==> src/rtl/seq_div_12.sv <==
// seq_div_12: 12-bit by 6-bit unsigned restoring divider, one quotient bit per
// clock, MSB first. Division by zero finishes in one cycle with a saturated
// quotient and the low dividend bits as the remainder.
module seq_div_12 (
    input  logic        clk,
    input  logic        rst_n,
    input  logic        start,
    input  logic [11:0] dividend,
    input  logic [5:0]  divisor,
    output logic        busy,
    output logic        done,
    output logic [11:0] quotient,
    output logic [5:0]  remainder,
    output logic        div_by_zero
);

    typedef enum logic [1:0] {
        IDLE = 2'd0,
        CALC = 2'd1,
        DONE = 2'd2
    } state_t;

    state_t      state;
    state_t      state_nxt;

    // dq starts as the dividend; its MSB feeds each step and quotient bits
    // shift in at the LSB, so after 12 steps it holds the full quotient.
    logic [11:0] dq;
    logic [5:0]  dvs;
    logic [6:0]  prem;
    logic [3:0]  cnt;

    logic [6:0]  step_r;
    logic        step_q;
    logic        last_step;

    // One restoring step: returns {quotient_bit, new_partial_remainder}.
    // A set bit 6 on the incoming remainder means the shifted value is at
    // least 128, which always exceeds the divisor, so it forces a subtract.
    function automatic logic [7:0] restore_step(input logic [6:0] r_in,
                                                input logic       bit_in,
                                                input logic [5:0] d);
        logic [6:0] sh;
        logic       take;
        sh   = {r_in[5:0], bit_in};
        take = r_in[6] | (sh >= {1'b0, d});
        if (take)
            restore_step = {1'b1, sh - {1'b0, d}};
        else
            restore_step = {1'b0, sh};
    endfunction

    // Combinational divide step on the current partial remainder.
    always_comb begin
        {step_q, step_r} = restore_step(prem, dq[11], dvs);
        last_step        = (cnt == 4'd11);
    end

    // State register.
    always_ff @(posedge clk or negedge rst_n) begin
        if (!rst_n)
            state <= IDLE;
        else
            state <= state_nxt;
    end

    // Next-state logic and status outputs.
    always_comb begin
        state_nxt = state;
        busy      = 1'b0;
        done      = 1'b0;
        case (state)
            IDLE: begin
                if (start)
                    state_nxt = (divisor == 6'd0) ? DONE : CALC;
            end
            CALC: begin
                busy = 1'b1;
                if (last_step)
                    state_nxt = DONE;
            end
            DONE: begin
                busy      = 1'b1;
                done      = 1'b1;
                state_nxt = IDLE;
            end
            default: state_nxt = IDLE;
        endcase
    end

    // Operand capture, iteration datapath and result registers.
    always_ff @(posedge clk or negedge rst_n) begin
        if (!rst_n) begin
            dq          <= 12'd0;
            dvs         <= 6'd0;
            prem        <= 7'd0;
            cnt         <= 4'd0;
            quotient    <= 12'd0;
            remainder   <= 6'd0;
            div_by_zero <= 1'b0;
        end else begin
            case (state)
                IDLE: begin
                    if (start) begin
                        if (divisor != 6'd0) begin
                            dq   <= dividend;
                            dvs  <= divisor;
                            prem <= 7'd0;
                            cnt  <= 4'd0;
                        end else begin
                            quotient    <= 12'hFFF;
                            remainder   <= dividend[5:0];
                            div_by_zero <= 1'b1;
                        end
                    end
                end
                CALC: begin
                    dq   <= {dq[10:0], step_q};
                    prem <= step_r;
                    cnt  <= cnt + 4'd1;
                    if (last_step) begin
                        quotient    <= {dq[10:0], step_q};
                        remainder   <= step_r[5:0];
                        div_by_zero <= 1'b0;
                    end
                end
                default: ;
            endcase
        end
    end

endmodule

==> config.mk <==
export PLATFORM = sky130hd
export DESIGN_NAME = seq_div_12
export DESIGN_NICKNAME = d
export VERILOG_FILES = /design/src/rtl/seq_div_12.sv
export SDC_FILE = /design/constraint.sdc
export NUM_CORES = 1
export LEC_CHECK = 0
export CORE_MARGIN = 1.5
export CORE_UTILIZATION = 35
export DETAILED_ROUTE_END_ITERATION = 12
export DONT_BUFFER_PORTS = 1
export RECOVER_POWER = 100
export SYNTH_ARGS = -nofsm -noshare
export SYNTH_HDL_FRONTEND = slang
export SYNTH_SLANG_ARGS = --single-unit
==> constraint.sdc <==
create_clock -name clk -period 2.93 [get_ports clk]
set_input_delay 0.293 -clock clk [delete_from_list [all_inputs] [get_ports clk]]
set_output_delay 0.293 -clock clk [all_outputs]
set_load 0.02 [all_outputs]
==> results.json, run 1 <==
{
  "status": "finished, final reports clean",
  "synthFlopType": "dfrtp_1",
  "fin_tns_setup_ns": 0,
  "dieArea_sq_um": 8530,
  "skew_ns": 0.00821,
  "seq_area_frac_synth": 0.448,
  "r2r-end": "prem[5]",
  "cts-htree-levels": 2,
  "fp.dieH_um": 92.4,
  "vias_per_cell": 5.39,
  "start_kind": "register",
  "worstHoldPathCells": 1,
  "relSlewSlack": 0.152,
  "hold_viol": 0,
  "post-route-drc-count": 0,
  "drt-total-wl_mm": 6.42,
  "drt_iter0_drc": 104,
  "r2r_cells": 5,
  "fin_crit_ns": 2.46,
  "synth_edf_count": 0,
  "layout_commonest_cell": "dfrtp_1",
  "drive_gt1_frac": 0.0881,
  "rsz0062_at_grt": "no",
  "final_max_slew_viol_count": 0,
  "vias": 2140,
  "crit_start": "prem[1]",
  "post-route-period-util": 0.840,
  "worstSkewPairLatency_ns": 0.31,
  "cts_root_buf": "clkbuf_8",
  "place_area_sq_um": 2880,
  "syn_avg_cell_area_sq_um": 9.44,
  "port_buffers": 0,
  "fillers": 785,
  "yosys_warnings": 0,
  "synth_top_area_share": 0.448,
  "synth_area_sq_um": 2800,
  "power_uw": 3690,
  "syn_inst": 296,
  "die_w_um": 92.4,
  "hold_end": "dvs[1]",
  "reg2reg_setup_slack_ns": 0.47,
  "maxCapViolations": 0,
  "area_delta_synth_final_pct": 6.98,
  "place_ws_ns": 0.561,
  "wire_per_inst_um": 16.2,
  "sequential_cell_area_sq_um": 1250,
  "setup_viol": 0,
  "antenna_left": 0,
  "io_pins": 42,
  "nNetsFinal": 326,
  "gr-total-overflow": 0,
  "cts_tree": "yes",
  "fin_area_sq_um": 2990,
  "clock_sinks": 50,
  "grt_pass1_vias": 2057,
  "synth_top_area_cell": "dfrtp_1",
  "ys_ff_latch": 50,
  "tightest_slew_ns": 1.27,
  "peakVddDrop_v": 0.000549,
  "cts_resized": 0,
  "firstDrtPassIters": 4,
  "ys_types": 55,
  "arrival_ns": 2.70,
  "std_cell_rows": 32,
  "core_sq_um": 7730,
  "gp_congestion": 0.809,
  "worstHoldPathType": "in -> reg",
  "insertedDiodeCount": 0,
  "synth_area_leaders": "dfrtp_1 (45%), mux2i_1 (5.0%), nand2_1 (4.7%), nor2_1 (4.6%), ha_1 (4.5%)",
  "multi_input_area_sq_um": 1410,
  "antenna_found_initial": 0,
  "synth_fp_nets": 328,
  "power_density_nw_per_um2": 1230,
  "hpwl_mm": 4.66,
  "crit_fanout": 10,
  "p_leak_uw": 0.00122,
  "grt_pass1_wl_mm": 10.7,
  "clk_pin_slew_ns": 0.10,
  "whs_ns": 0.123,
  "layout_setup_ws_ns": 0.469,
  "path_class": "reg -> reg",
  "async_flop_share": 1.00,
  "hold_start": "divisor[1]",
  "cp.required_ns": 3.16,
  "grt_max_degree": 51,
  "grt.total_usage": 0.161,
  "numCtsBuffers": 5,
  "layout_common_cells": "dfrtp_1 (50), nand2_1 (35), nor2_1 (34)",
  "max_freq_mhz": 406,
  "worstSetupEndpointType": "register",
  "reg2reg_from": "prem[1]",
  "cts.path.max_buffers": 2,
  "start_util": 0.362
}
[stage by stage]
| stage | utilization | std cells |
|---|---|---|
| after floorplan | - | 296 |
| after global placement | 0.372 | 387 |
| after detailed placement | 0.372 | 387 |
| after CTS | 0.392 | 397 |
| after global routing | 0.387 | 397 |
| final | 0.387 | 397 |
[synthesized netlist by cell type, types with 2 or more instances]
cell type and instances:
a21oi_1 15, mux2i_1 14, nand2_1 35, a31oi_1 2, nand2b_1 2, o221ai_1 2, o21ai_0 17, o2111ai_1 2
nor2_1 34, xor2_1 3, nand3_1 9, dfrtp_1 50, o31ai_1 4, a211oi_1 2, clkbuf_1 3, nor3_1 18
nand4_1 2, ha_1 10, nor2b_1 7, o211ai_1 3, buf_2 7, mux2_2 6, inv_1 12, buf_1 2
o21bai_1 2, nor4_1 4
[power by group]
part / total [uW] / switching (uW) / internal, uW
clock: 516 / 255 / 261
sequential: 1380 / 382 / 997
combinational: 1790 / 1140 / 653
total: 3690 / 1770 / 1910
[logic make-up (layout without fill, tap and decap cells)]
| logic type | Yosys count | after routing | share of synthesized area |
|---|---|---|---|
| multiplexers | 22 | 22 | 0.0873 |
| AND/OR/NAND/NOR | 116 | 116 | 0.194 |
| XOR/XNOR | 3 | 3 | 0.00940 |
| buffers and inverters | 27 | 26 | 0.0439 |
| flip-flops | 50 | 50 | 0.448 |
| AO/OA/AOI/OAI | 67 | 67 | 0.166 |
| adder cells (fa/ha/maj) | 11 | 11 | 0.0519 |
[worst max-delay path by stage]
stage	slack (ns)	depth (start not counted)	end
detailed placement	0.56	7	remainder[5]
global placement	0.60	7	remainder[0]
finish	0.47	5	prem[5]
floorplan	0.97	7	dq[0]
global route	0.25	6	cnt[1]
CTS	0.55	7	remainder[5]
[state kept, by name, summed over array words and instances (netlist names)]
name and flops:
state 2, remainder 6, quotient 12, dq 12
div_by_zero 1, dvs 6, prem 7, cnt 4
[worst max-delay path, stage by stage (launching register included)]
cell and delay [ns]:
dfrtp_1 0.45, ha_1 0.40, nand2_1 0.12, o31ai_1 0.92, o2111ai_1 0.26, o21ai_0 0.22
[metal layers]
layer,part of all wire,up-vias,GRT usage
li1,-,1055,-
met1,0.47,1022,0.227
met3,0.057,5,0.0320
met2,0.46,58,0.254
met4,0.0068,0,0.0346
met5,0,-,0
[what timing repair did]
action | in CTS | in global routing
hold buffers | 2 | 0
setup buffers | 0 | 0
hold endpoints to repair | 50 | 0
[final cells by class]
type,instances,area share
clock buffers,5,0.0230
clock inverters,3,0.0159
inverters,12,0.0151
multi-input cells,219,0.472
flip-flops and latches,50,0.418
well taps,102,0.0427
repair buffers,6,0.0134
Power figures use the tool's default switching activity.
==> run 2: changes to the inputs <==
- clock period: 2.93 -> 2.5 ns (I/O delays scaled with it)
==> run 2 against run 1 <==
Effect of this change:
- first-iteration DRC count rose by 11%
- total power rose by 15%
- design area fell by 0.17%
- non-clock buffer count rose by 2
- critical path depth rose by 4
- cell count rose by 0.50%
- global-route usage fell by 0.37 points
- largest power group unchanged
- combinational power rose by 19%
- utilization fell by 0.065 points
==> results.json, run 2 (synthesis results as in run 1) <==
{
  "status": "finished, final reports clean",
  "power.share.clock": 0.119,
  "max_stage_delay_ns": 0.41,
  "hold_end": "dvs[1]",
  "std_cell_rows": 32,
  "hpwl_mm": 4.70,
  "cts.path.max_buffers": 2,
  "peakVddDrop_v": 0.000586,
  "clk_pin_slew_ns": 0.10,
  "die_w_um": 92.4,
  "drive_gt1_frac": 0.0976,
  "layout_common_cells": "dfrtp_1 (50), nand2_1 (35), nor2_1 (34)",
  "path_buf_inv": 2,
  "place_ws_ns": 0.343,
  "p_leak_uw": 0.00122,
  "tightest_slew_ns": 1.23,
  "max_freq_mhz": 461,
  "cts-htree-levels": 2,
  "crit_fanout": 3,
  "gr-total-overflow": 0,
  "worstHoldPathCells": 1,
  "gp_congestion": 0.867,
  "grt.total_usage": 0.157,
  "start_kind": "register",
  "worstHoldPathType": "in -> reg",
  "worstSetupEndpointType": "register",
  "crit_path_cell_trace": "inv_1 > ha_1 > inv_1 > fa_1 > a211oi_1 > nor2_1 > a21oi_1 > mux2i_1 > a32o_1",
  "port_buffers": 0,
  "fin_crit_ns": 2.17,
  "combPwrFrac": 0.500,
  "reg_top3": "dq (12), quotient (12), prem (7)",
  "post-route-period-util": 0.867,
  "vias": 2157,
  "final_max_slew_viol_count": 0,
  "vias_per_cell": 5.41,
  "reg2reg_setup_slack_ns": 0.33,
  "r2r_cells": 9,
  "fp.dieH_um": 92.4,
  "grt_pass1_vias": 2156,
  "area_delta_synth_final_pct": 6.80,
  "clock_sinks": 50,
  "cts_tree": "yes",
  "cp.required_ns": 2.71,
  "layout_setup_ws_ns": 0.332,
  "start_util": 0.362,
  "path_class": "reg -> reg",
  "layout_commonest_cell": "dfrtp_1",
  "arrival_ns": 2.38,
  "nNetsFinal": 328,
  "cts_root_buf": "clkbuf_8",
  "hold_start": "divisor[1]",
  "final_util": 0.386,
  "swShare": 0.489,
  "setup_viol": 0,
  "r2r-end": "prem[6]",
  "io_pins": 42,
  "relSlewSlack": 0.181,
  "numCtsBuffers": 5,
  "fin_area_sq_um": 2990,
  "drt-total-wl_mm": 6.29,
  "antenna_found_initial": 0,
  "slowest_stage": "dfrtp_1",
  "hold_viol": 0,
  "skew_ns": 0.0103,
  "reg2reg_from": "dq[11]",
  "rsz0062_at_grt": "no",
  "dieArea_sq_um": 8530,
  "post-route-drc-count": 0,
  "p_switching_uw": 2080,
  "core_sq_um": 7730,
  "firstDrtPassIters": 4,
  "crit_family": "compound AO/OA/AOI/OAI gates",
  "fin_tns_setup_ns": 0,
  "place_area_sq_um": 2890,
  "cts_resized": 0,
  "post_cts_buffers": 0,
  "drt_iter0_drc": 115,
  "grt_max_degree": 51,
  "power_density_nw_per_um2": 1420,
  "maxCapViolations": 0,
  "seqPwrFrac": 0.381,
  "grt_pass1_wl_mm": 10.5,
  "cpMostUsedCell": "inv_1",
  "worstSkewPairLatency_ns": 0.31,
  "insertedDiodeCount": 0,
  "antenna_left": 0,
  "p_int_uw": 2170,
  "wire_per_inst_um": 15.8
}
[run 2: changes by cell type in the layout (fill, tap and decap cells not counted), sizes merged]
cell / change
bufinv: -1
buf: +2
clkinv: +1
[run 2: layout make-up]
| class | count | area, sq um |
|---|---|---|
| fill | 787 | 4740 |
| multi-input combinational | 219 | 1410 |
| sequential | 50 | 1250 |
| tap | 102 | 128 |
| clock buffer | 5 | 68.8 |
| timing repair buffer | 8 | 53.8 |
| inverter | 12 | 45.0 |
| clock inverter | 3 | 26.3 |
[run 2: power groups by stage]
stage	combinational [uW]	clock, uW	sequential (uW)
after floorplan	1740	0	1540
after global placement	2130	0	1620
after detailed placement	2130	0	1640
after CTS	2160	527	1620
after global routing	2390	555	1680
final	2130	506	1620
[run 2: what timing repair did]
item	CTS	global route
setup endpoints to repair	0	0
hold buffers	2	0
hold endpoints to repair	50	0
[run 2: worst reg2reg max path: stages (launching register included)]
cell and delay (ns):
dfrtp_1 0.41, inv_1 0.07, ha_1 0.18, inv_1 0.06
fa_1 0.40, a211oi_1 0.25, nor2_1 0.10, a21oi_1 0.24
mux2i_1 0.11, a32o_1 0.24
[run 2: how the worst max path moves through the flow]
stage                     startpoint            to  slack, ns  depth (start not counted)
after floorplan              prem[0]         dq[0]       0.54                          7
after global placement      state[0]  remainder[0]       0.37                          7
after detailed placement    state[0]  remainder[5]       0.34                          7
after CTS                   state[0]  remainder[5]       0.32                          7
after global routing          dq[11]       prem[6]       0.16                          9
final                         dq[11]       prem[6]       0.33                          9
[run 2: metal layers]
| metal | GRT usage | vias up | wire length [um] |
|---|---|---|---|
| li1 | - | 1065 | - |
| met1 | 0.207 | 1029 | 2960 |
| met2 | 0.254 | 56 | 2870 |
| met3 | 0.0402 | 7 | 391 |
| met4 | 0.0449 | 0 | 74 |
| met5 | 0 | - | 0 |
[run 2: per-stage QoR]
stage / hold slack [ns] / instances / total power (uW)
after floorplan: -0.0456 / 296 / 3280
after global placement: -0.0440 / 389 / 3750
after detailed placement: -0.0443 / 389 / 3770
after CTS: 0.0708 / 399 / 4310
after global routing: 0.0701 / 399 / 4620
final: 0.0759 / 399 / 4250
==> run 3: changes to the inputs <==
- REMOVE_ABC_BUFFERS: not set -> 1
- clock period: 2.5 -> 2 ns (I/O delays scaled with it)
==> run 3 against run 2 <==
Effect of this change:
- sequential power is 23% higher
- clock skew rose by 0.0019 ns
- critical endpoint is now dq[0]
- worst hold slack got worse by 0.048 ns
- largest cell class unchanged
- largest power group unchanged
==> results.json, run 3 (synthesis results as in run 1) <==
{
  "top_layer": "met4",
  "path_class": "reg -> reg",
  "maxCapViolations": 0,
  "cts_tree": "yes",
  "grt_max_degree": 51,
  "final_max_slew_viol_count": 0,
  "worstHoldPathType": "in -> reg",
  "drt_iter0_drc": 156,
  "firstDrtPassIters": 4,
  "crit_path_cell_trace": "inv_1 > ha_4 > nor2b_1 > o2111a_2 > o21ai_4 > nand2_2 > a311o_1",
  "antenna_left": 0,
  "peakVddDrop_v": 0.000577,
  "layout_commonest_cell": "dfrtp_1",
  "layout_common_cells": "dfrtp_1 (50), nand2_1 (33), nor2_1 (33)",
  "power_density_nw_per_um2": 1890,
  "vias_per_cell": 5.33,
  "crit_family": "compound AO/OA/AOI/OAI gates",
  "numCtsBuffers": 5,
  "p_int_uw": 3310,
  "wl_met3_um": 503,
  "cts.path.max_buffers": 2,
  "fin_tns_setup_ns": 0,
  "cts_root_buf": "clkbuf_8",
  "grt.total_usage": 0.170,
  "core_sq_um": 7730,
  "layout_setup_ws_ns": 0.0762,
  "max_freq_mhz": 520,
  "grt_pass1_wl_mm": 11.5,
  "cp.required_ns": 2.20,
  "combPwrFrac": 0.563,
  "drt-met1-wl_mm": 3.18,
  "place_ws_ns": -0.0443,
  "max_stage_delay_ns": 0.39,
  "dr_wl_met2_mm": 3.13,
  "worstSetupEndpointType": "register",
  "cts-htree-levels": 2,
  "std_cell_rows": 32,
  "io_pins": 42,
  "post-route-period-util": 0.962,
  "relSlewSlack": 0.172,
  "tightest_slew_ns": 1.24,
  "reg_top3": "dq (12), quotient (12), prem (7)",
  "status": "finished, final reports clean",
  "seqPwrFrac": 0.320,
  "p_leak_uw": 0.00133,
  "post-route-drc-count": 0,
  "setup_viol": 0,
  "arrival_ns": 2.13,
  "slowest_stage": "dfrtp_1",
  "power_uw": 6250,
  "power.share.clock": 0.117,
  "fin_crit_ns": 1.92,
  "clk_pin_slew_ns": 0.10,
  "gr-total-overflow": 0,
  "gp_congestion": 0.835,
  "hpwl_mm": 4.99,
  "clock_sinks": 50,
  "crit_fanout": 4,
  "p_switching_uw": 2940,
  "wire_per_inst_um": 16.4,
  "hold_viol": 0,
  "area_delta_synth_final_pct": 18.4,
  "fp.dieH_um": 92.4,
  "grt_pass1_vias": 2231,
  "nNetsFinal": 348,
  "start_kind": "register",
  "drt-total-wl_mm": 6.88,
  "worstSkewPairLatency_ns": 0.31,
  "insertedDiodeCount": 0,
  "dieArea_sq_um": 8530,
  "drive_gt1_frac": 0.230,
  "start_util": 0.362,
  "swShare": 0.470,
  "port_buffers": 0,
  "vias": 2232,
  "path_buf_inv": 1,
  "die_w_um": 92.4,
  "skew_ns": 0.0122,
  "antenna_found_initial": 0
}
==> run 3: final cells by class <==
class | count | area [sq um]
clock buffer | 6 | 72.6
clock inverter | 2 | 37.5
fill | 756 | 4420
inverter | 12 | 45.0
multi-input combinational | 219 | 1560
sequential | 50 | 1250
tap | 102 | 128
timing repair buffer | 28 | 210
==> run 3: worst paths after layout <==
| kind | start | endpoint | slack, ns | depth (start not counted) |
|---|---|---|---|---|
| hold reg to reg | dq[5] | dq[5] | 0.52 | 2 |
| setup / recovery | dvs[1] | dq[0] | 0.08 | 7 |
| hold / removal | divisor[2] | dvs[2] | 0.03 | 1 |
| max in group asynchronous | rst_n | state[0] | 0.56 | 2 |
| setup reg to reg | dvs[1] | dq[0] | 0.08 | 7 |
| min in group asynchronous | rst_n | remainder[1] | 0.68 | 2 |
==> run 3: routing by layer <==
metal  up-vias  GRT usage
met5         -          0
met4         0     0.0436
met3         7     0.0443
met2        60      0.261
met1      1076      0.238
li1       1089          -
==> run 3: repair_timing <==
| action | in CTS | in global routing |
|---|---|---|
| hold buffers | 2 | 0 |
| endpoints found under the setup margin | 6 | 25 |
| gates resized for setup | 6 | 26 |
| pin swaps | 5 | 3 |
| buffers inserted | 3 | 0 |
| endpoints found under the hold margin | 50 | 0 |
==> run 3: power groups by stage <==
stage / combinational (uW) / sequential [uW] / clock [uW]
floorplan: 2050 / 1930 / 0
global placement: 2980 / 1990 / 0
detailed placement: 3020 / 2010 / 0
CTS: 3230 / 1990 / 745
global route: 3870 / 2060 / 786
finish: 3520 / 2000 / 734
==> run 3: through the flow <==
step	std cells	util	hold WS, ns	cell area, sq um
after floorplan	281	-	-0.0956	2720
after global placement	406	0.391	-0.0934	3020
after detailed placement	406	0.391	-0.0940	3020
after CTS	419	0.417	0.0276	3220
after global routing	419	0.428	0.0258	3310
final	419	0.428	0.0280	3310
